**src/rtl/serial_deframer_pkg.sv**
```systemverilog
// serial_deframer_pkg: shared state encoding, default word width and line levels
// for the serial deframer slice.
package serial_deframer_pkg;

  localparam int DATA_W_DEF = 8;

  localparam logic START_BIT = 1'b0;
  localparam logic STOP_BIT  = 1'b1;

  typedef enum logic [1:0] {
    IDLE   = 2'd0,
    DATA   = 2'd1,
    PARITY = 2'd2,
    STOP   = 2'd3
  } state_t;

endpackage

```
**src/rtl/serial_deframer_if.sv**
```systemverilog
// serial_deframer_if: serial input, valid/ready word output and status flags.
// master = deframer side, slave = line driver / parallel consumer side.
interface serial_deframer_if
  import serial_deframer_pkg::*;
#(
  parameter int DATA_W = DATA_W_DEF
);
  logic              d;
  logic              out_ready;
  logic [DATA_W-1:0] out_data;
  logic              out_valid;
  logic              frame_err;
  logic              overflow;
  logic              busy;

  modport master (
    input  d, out_ready,
    output out_data, out_valid, frame_err, overflow, busy
  );

  modport slave (
    output d, out_ready,
    input  out_data, out_valid, frame_err, overflow, busy
  );
endinterface

```
**src/rtl/serial_deframer_sipo.sv**
```systemverilog
// sipo_shift: serial-in/parallel-out register, new bits enter at the MSB so the
// first bit of a W-bit burst ends up at bit 0. par is the XOR of the held word.
module sipo_shift #(
  parameter int W = 8
) (
  input  logic         c,
  input  logic         rst,
  input  logic         en,
  input  logic         d,
  output logic [W-1:0] q,
  output logic         par
);

  // right shift on enable, cleared by reset
  always_ff @(posedge c) begin
    if (rst)     q <= '0;
    else if (en) q <= {d, q[W-1:1]};
  end

  // after a full burst the register holds exactly the frame bits, so its
  // reduction XOR is the running parity of the word
  assign par = ^q;

endmodule

```
**src/rtl/serial_deframer.sv**
```systemverilog
// serial_deframer: UART-style frame detector (start 0, DATA_W bits LSB first,
// optional even parity, stop 1) feeding a one-entry valid/ready buffer.
// Optional feature macro: SERIAL_DEFRAMER_PARITY_EN (adds the PARITY state).
module serial_deframer
  import serial_deframer_pkg::*;
#(
  parameter int DATA_W = DATA_W_DEF,
  parameter int CNT_W  = 4
) (
  input  logic                  c,
  input  logic                  rst,
  serial_deframer_if.master     bus
);

  localparam logic [CNT_W-1:0] LAST = CNT_W'(DATA_W - 1);

  state_t              state, nxt;
  logic [CNT_W-1:0]    cnt;
  logic [DATA_W-1:0]   word;
  logic                word_par;
  logic                shift_en, stop_ev, good, bad, par_err;

  sipo_shift #(.W(DATA_W)) u_sipo (
    .c   (c),
    .rst (rst),
    .en  (shift_en),
    .d   (bus.d),
    .q   (word),
    .par (word_par)
  );

`ifdef SERIAL_DEFRAMER_PARITY_EN
  logic par_bit;

  // capture the received parity bit
  always_ff @(posedge c) begin
    if (rst)                 par_bit <= 1'b0;
    else if (state == PARITY) par_bit <= bus.d;
  end

  assign par_err = word_par ^ par_bit;
`else
  logic unused_par;
  assign unused_par = word_par;
  assign par_err    = 1'b0;
`endif

  // state register
  always_ff @(posedge c) begin
    if (rst) state <= IDLE;
    else     state <= nxt;
  end

  // next-state decode
  always_comb begin
    nxt = state;
    case (state)
      IDLE: if (bus.d == START_BIT) nxt = DATA;
      DATA: if (cnt == LAST) begin
`ifdef SERIAL_DEFRAMER_PARITY_EN
        nxt = PARITY;
`else
        nxt = STOP;
`endif
      end
`ifdef SERIAL_DEFRAMER_PARITY_EN
      PARITY: nxt = STOP;
`endif
      STOP:    nxt = IDLE;
      default: nxt = IDLE;
    endcase
  end

  // per-state strobes; good/bad are only meaningful on the stop edge
  always_comb begin
    shift_en = (state == DATA);
    stop_ev  = (state == STOP);
    good     = stop_ev && (bus.d == STOP_BIT) && !par_err;
    bad      = stop_ev && !good;
    bus.busy = (state != IDLE);
  end

  // data-bit counter: cleared on the start bit, counts DATA edges
  always_ff @(posedge c) begin
    if (rst)                                     cnt <= '0;
    else if (state == IDLE && bus.d == START_BIT) cnt <= '0;
    else if (state == DATA)                      cnt <= cnt + CNT_W'(1);
  end

  // one-cycle error pulse following a bad stop edge
  always_ff @(posedge c) begin
    if (rst) bus.frame_err <= 1'b0;
    else     bus.frame_err <= bad;
  end

  // output buffer: load on good frame when free or draining this edge,
  // otherwise drop the word and latch overflow
  always_ff @(posedge c) begin
    if (rst) begin
      bus.out_data  <= '0;
      bus.out_valid <= 1'b0;
      bus.overflow  <= 1'b0;
    end else begin
      if (good && (!bus.out_valid || bus.out_ready)) begin
        bus.out_data  <= word;
        bus.out_valid <= 1'b1;
      end else if (bus.out_valid && bus.out_ready) begin
        bus.out_valid <= 1'b0;
      end
      if (good && bus.out_valid && !bus.out_ready) bus.overflow <= 1'b1;
    end
  end

endmodule
```
**src/flat_wrapper.sv**
```systemverilog
// flat-port wrapper written by rule: the top's interface ports become plain ports
module serial_deframer_flat import serial_deframer_pkg::*;
#(
  parameter int DATA_W = DATA_W_DEF,
  parameter int CNT_W  = 4
)
  (c, rst, bus_d, bus_out_ready, bus_out_data, bus_out_valid, bus_frame_err, bus_overflow, bus_busy);
  serial_deframer_if #(.DATA_W(DATA_W)) bus_i ();
  input  logic c;
  input  logic rst;
  input wire logic [$bits(bus_i.d)-1:0] bus_d;
  input wire logic [$bits(bus_i.out_ready)-1:0] bus_out_ready;
  output wire logic [$bits(bus_i.out_data)-1:0] bus_out_data;
  output wire logic [$bits(bus_i.out_valid)-1:0] bus_out_valid;
  output wire logic [$bits(bus_i.frame_err)-1:0] bus_frame_err;
  output wire logic [$bits(bus_i.overflow)-1:0] bus_overflow;
  output wire logic [$bits(bus_i.busy)-1:0] bus_busy;
  assign bus_i.d = bus_d;
  assign bus_i.out_ready = bus_out_ready;
  assign bus_out_data = bus_i.out_data;
  assign bus_out_valid = bus_i.out_valid;
  assign bus_frame_err = bus_i.frame_err;
  assign bus_overflow = bus_i.overflow;
  assign bus_busy = bus_i.busy;
  serial_deframer #(.DATA_W(DATA_W), .CNT_W(CNT_W)) u_core (.c(c), .rst(rst), .bus(bus_i));
endmodule
```
**config.mk**
```make
export PLATFORM = sky130hd
export DESIGN_NAME = serial_deframer_flat
export DESIGN_NICKNAME = d
export VERILOG_FILES = /design/src/rtl/serial_deframer_pkg.sv /design/src/rtl/serial_deframer_if.sv /design/src/rtl/serial_deframer_sipo.sv /design/src/rtl/serial_deframer.sv /design/src/flat_wrapper.sv
export SDC_FILE = /design/constraint.sdc
export NUM_CORES = 1
export LEC_CHECK = 0
export ABC_AREA = 1
export CORE_MARGIN = 2
export CORE_UTILIZATION = 50
export CTS_CLUSTER_SIZE = 40
export DETAILED_ROUTE_END_ITERATION = 10
export PLACE_DENSITY_LB_ADDON = 0.25
export SLEW_MARGIN = 20
export SYNTH_ARGS = -nofsm -noshare
export SYNTH_HDL_FRONTEND = slang
export SYNTH_SLANG_ARGS = --single-unit
export TNS_END_PERCENT = 1
```
**constraint.sdc**
```tcl
create_clock -name c -period 1.6 [get_ports c]
set_clock_uncertainty 0.15 [all_clocks]
set_input_delay 0.16 -clock c [delete_from_list [all_inputs] [get_ports c]]
set_output_delay 0.16 -clock c [all_outputs]
set_load 0.005 [all_outputs]
```
Word level (Yosys, flattened, before mapping) --
Cells that the tools add are included.
Storage, ports and cells: bits in registers 25, bits of input ports 4, logic and storage cells 35
Operators by class: add/sub/neg operators 1, equal/unequal tests 5, multiplexer cells 5, bitwise operators 1, reductions and logical operators 16
Operators with widths (number):
- logical AND 1 bit | 7
- adder 4 x 1 -> 4 bit (second input constant) | 1
- equality test 4 x 3 -> 1 bit (second input constant) | 1
- 2-to-1 mux 2 bit | 2
- != test 2 bit (second input constant) | 2
- one-hot mux 2 bit (2 select lines) | 1
- nonzero test 2 bit | 2
- zero test 1 bit | 3
- equality test 2 x 1 -> 1 bit (second input constant) | 1
- equality test 2 bit (second input constant) | 1
- zero test 2 bit | 1
- 2-to-1 mux 1 bit | 2
- AND reduction 2 bit | 1
- OR reduction 2 bit | 1
- logical OR 1 bit | 1
- inverter 1 bit | 1

Depth between registers and ports, before layout --
word-level depth 4, depth in mapped cells 8, mapped depth without buffers 7

Modules after synthesis --
From an unflattened synthesis, not the netlist that was laid out.
Unflattened totals: cell total of the unflattened synthesis 167, area total of the unflattened synthesis 1199.9 um^2
By module, submodules not included:
- serial_deframer | times used 1, cells each 94, area each 710.7 um^2
- sipo_shift | times used 1, cells each 73, area each 489.2 um^2

Worst setup path before layout --
OpenSTA, ideal clock, no wires.
path kind flip-flop to flip-flop, start point reg u_core.state[1], end point reg u_core.bus.out_data[5], arrival 888 ps, required time 1337 ps, path slack 450 ps, cell stages (with the launch flop) 7, period minus slack after synthesis 1150 ps, cells stage by stage dfxtp_1 > nand3_2 > nor2_4 > buf_6 > nand2_1 > nand2_1 > nor2_1
On the way: cells in the longest elaborated chain, start to end 3
RTL lines:
- start, declared | RTL line serial_deframer.sv:17 | state_t state, nxt;
- start signal, assigned | RTL line serial_deframer.sv:51 | else state <= nxt;
- equality test 2 bit | RTL line serial_deframer.sv:77 | stop_ev = (state == STOP);
- logical AND 1 bit | RTL line serial_deframer.sv:78 | good = stop_ev && (bus.d == STOP_BIT) && !par_err;
- logical AND 1 bit | RTL line serial_deframer.sv:104 | if (good && (!bus.out_valid || bus.out_ready)) begin
- end signal, assigned | RTL line serial_deframer.sv:105 | bus.out_data <= word;
- end, declared | RTL line serial_deframer_if.sv:18 | output out_data, out_valid, frame_err, overflow, busy
Every way passes these cells. A chain may end at the register's enable or synchronous reset.

Worst setup path after layout --
start point reg u_core.bus.out_data[3], end point out bus_out_data[3]
RTL lines:
- end, declared | RTL line flat_wrapper.sv:13 | output wire logic [$bits(bus_i.out_data)-1:0] bus_out_data;
No word-level cell between the ends.

==> impl_metrics.env <==
export IMPL_crit_type="reg -> out"
export IMPL_rsz0062_at_grt="false"
export IMPL_hold_slack_ns=0.312
export IMPL_grt_antenna_before_repair=0
export IMPL_critical_path_buf_inv_count=1
export IMPL_synth_cell_type_count=16
export IMPL_p_leak_nw=0.480
export IMPL_cp_start_kind="flip-flop"
export IMPL_n_fill_cell=160
export IMPL_netlist_instances=128
export IMPL_drtIter0Drc=10
export IMPL_syn_nets=133
export IMPL_rows=15
export IMPL_finalPower_mw=1.01
export IMPL_drc=0
export IMPL_regToRegEndpoint="u_core.bus.out_data[0]"
export IMPL_worstPathCellList="clkdlybuf4s50_1"
export IMPL_ir_drop_v=0.000616
export IMPL_status="complete, no violations"
export IMPL_grt_pass1_vias=683
export IMPL_reg2reg_slack_ns=0.27
export IMPL_synth_most_common_cell="nor2_1"
export IMPL_diodes=0
export IMPL_grt_util_all_layers=0.170
export IMPL_place_congestion=0.713
export IMPL_fmax_ghz=0.667
export IMPL_core_area_um2=1760
export IMPL_die_h_um=47.9
export IMPL_r2r_start="u_core.state[0]"
export IMPL_min_delay_path_class="reg -> reg"
export IMPL_port_buffers=15
export IMPL_holdPathStages=2
export IMPL_routedWlPerCell_um=9.29
export IMPL_path_max_fanout=2
export IMPL_tritoncts="done"
export IMPL_cts_root_buf="clkbuf_4"
export IMPL_yosysWarnings=0
export IMPL_synth_top_area_share=0.519
export IMPL_hold_path_startpoint="u_core.u_sipo.q[0]"
export IMPL_yosys_top_cells_count="nor2_1 (28), nand2_1 (27), dfxtp_1 (25)"
export IMPL_ys_ff_latch=25
export IMPL_antenna_left=0
export IMPL_r2r_cells=6
export IMPL_finalNonFillerCells=175
export IMPL_vias_per_cell=4.70
export IMPL_synth_area_leaders="dfxtp_1 (52%), nor2_1 (11%), nand2_1 (11%)"
export IMPL_drive_above_1_share=0.100
export IMPL_ys_flop_type="dfxtp_1"
export IMPL_synthArstFlopShare=0
export IMPL_min_period_ns=1.50
export IMPL_cts_buffers=3
export IMPL_htreeDepth=1
export IMPL_num_vias=823
export IMPL_synth_cell_area_um2=965
export IMPL_cts_sinks=25
export IMPL_setup_tns_final_ns=0
export IMPL_cp_data_arrival_time_ns=1.19
export IMPL_relSlewSlack=0.783
export IMPL_max_stage_delay_ns=0.53
export IMPL_utilization=0.677
export IMPL_hold_buffers=0
export IMPL_drv_slew=0
export IMPL_fin_crit_sh=0.937
export IMPL_power_density_nw_per_um2=847
export IMPL_syn2layout_area_growth_pct=23.9
export IMPL_critPathTopFamily="buffers and inverters"
export IMPL_worstSkewPairLatency_ns=0.32
export IMPL_initial_utilization=0.547
export IMPL_cts_max_path_buffers=2
export IMPL_drt_pre_antenna_iters=3
export IMPL_dpl_hpwl_mm=1.23
export IMPL_num_nets_final=156
export IMPL_routed_wl_mm=1.63
export IMPL_drv_cap=0
export IMPL_die_w_um=47.9
export IMPL_tightest_slew_ns=0.325
export IMPL_hold_viol=0
export IMPL_dp_cells=169
export IMPL_grt_start_max_net_pins=17
export IMPL_grt_overflow_total=0
export IMPL_end_kind="output port"
export IMPL_crit_required_ns=1.29
export IMPL_grt_pass1_wl_mm=2.69
export IMPL_yosysSeqAreaShare=0.519
export IMPL_setup_viol=0
export IMPL_synth_top_area_cell="dfxtp_1"
export IMPL_ioPinCount=16
export IMPL_avgSynthCellArea_um2=7.54
export IMPL_crit_slowest_cell="clkdlybuf4s50_1"
export IMPL_clk_pin_slew_ns=0.12
export IMPL_synth_edf_count=0
export IMPL_worstHoldEndpoint="u_core.u_sipo.q[0]"
export IMPL_die_area_um2=2300
## what timing repair did
item,CTS,global route
gates resized for setup,3,0
setup endpoints to repair,1,0
hold endpoints to repair,0,0
setup buffers,2,0
## logic make-up after synthesis
kind of cell | count (synthesis) | share of synthesized area
fa+ha+maj | 1 | 0.0130
flops | 25 | 0.519
compound gates | 21 | 0.112
simple gates | 62 | 0.265
buf+inv | 19 | 0.0921
## power breakdown
group,total [mW],leakage (nW),internal [mW],switching [mW]
Sequential,0.650,0.204,0.642,0.00872
Clock,0.276,0.0177,0.0935,0.183
Combinational,0.0853,0.259,0.0374,0.0479
## stage by stage
| step | setup slack [ns] | instance area [µm²] |
|---|---|---|
| floorplan | 0.450 | 965 |
| global placement | 0.106 | 1150 |
| detailed placement | 0.0837 | 1150 |
| CTS | 0.0769 | 1190 |
| global route | 0.0400 | 1190 |
| finish | 0.100 | 1190 |
## area by class of cell
class                           instances  area, µm²  share of cell area
Clock buffer                            3       22.5              0.0188
Clock inverter                          1       5.00             0.00419
Inverter                               15       56.3              0.0471
Multi-Input combinational cell         84        375               0.314
Sequential cell                        25        503               0.421
Tap cell                               25       31.3              0.0262
Timing Repair Buffer                   22        201               0.169
## per-layer routing
layer	track usage	wire length (µm)	up-vias
met5	0	0	-
met4	0.0919	31	0
met3	0.0491	57	5
met2	0.277	748	12
met1	0.201	789	365
li1	-	-	441
## cell usage in the layout, fill, tap and decap left out
| cell | netlist | final |
|---|---|---|
| a211oi_1 | 1 | 1 |
| a21oi_1 | 11 | 11 |
| buf_4 | 0 | 7 |
| clkbuf_4 | 0 | 3 |
| clkdlybuf4s50_1 | 0 | 14 |
| clkinv_2 | 0 | 1 |
| dfxtp_1 | 25 | 23 |
| dfxtp_2 | 0 | 2 |
| dlygate4sd2_1 | 0 | 1 |
| ha_1 | 1 | 1 |
| inv_1 | 15 | 15 |
| nand2_1 | 27 | 27 |
| nand3_1 | 2 | 2 |
| nand3_2 | 1 | 1 |
| nor2_1 | 28 | 28 |
| nor2_4 | 1 | 1 |
| nor3_1 | 1 | 1 |
| nor4_1 | 1 | 1 |
| o21ai_0 | 9 | 9 |
| or2_1 | 1 | 1 |
## state kept, by name, summed over array words and instances, names as in the netlist
name and count:
u_core.bus.out_data 8, u_core.u_sipo.q 8, u_core.cnt 4, u_core.state 2, u_core.bus.frame_err 1, u_core.bus.out_valid 1, u_core.bus.overflow 1
## worst max-delay path by stage
stage                      startpoint                endpoint  slack, ns  cells past startpoint
2_1_floorplan         u_core.state[1]  u_core.bus.out_data[5]       0.45                      6
3_3_place_gp                    bus_d  u_core.bus.out_data[3]       0.11                      6
3_5_place_dp                    bus_d  u_core.bus.out_data[0]       0.08                      6
4_1_cts        u_core.bus.out_data[3]         bus_out_data[3]       0.08                      1
5_1_grt        u_core.bus.out_data[3]         bus_out_data[3]       0.04                      1
6_report       u_core.bus.out_data[3]         bus_out_data[3]       0.10                      1
No activity file was read; power rests on OpenSTA's default activity.
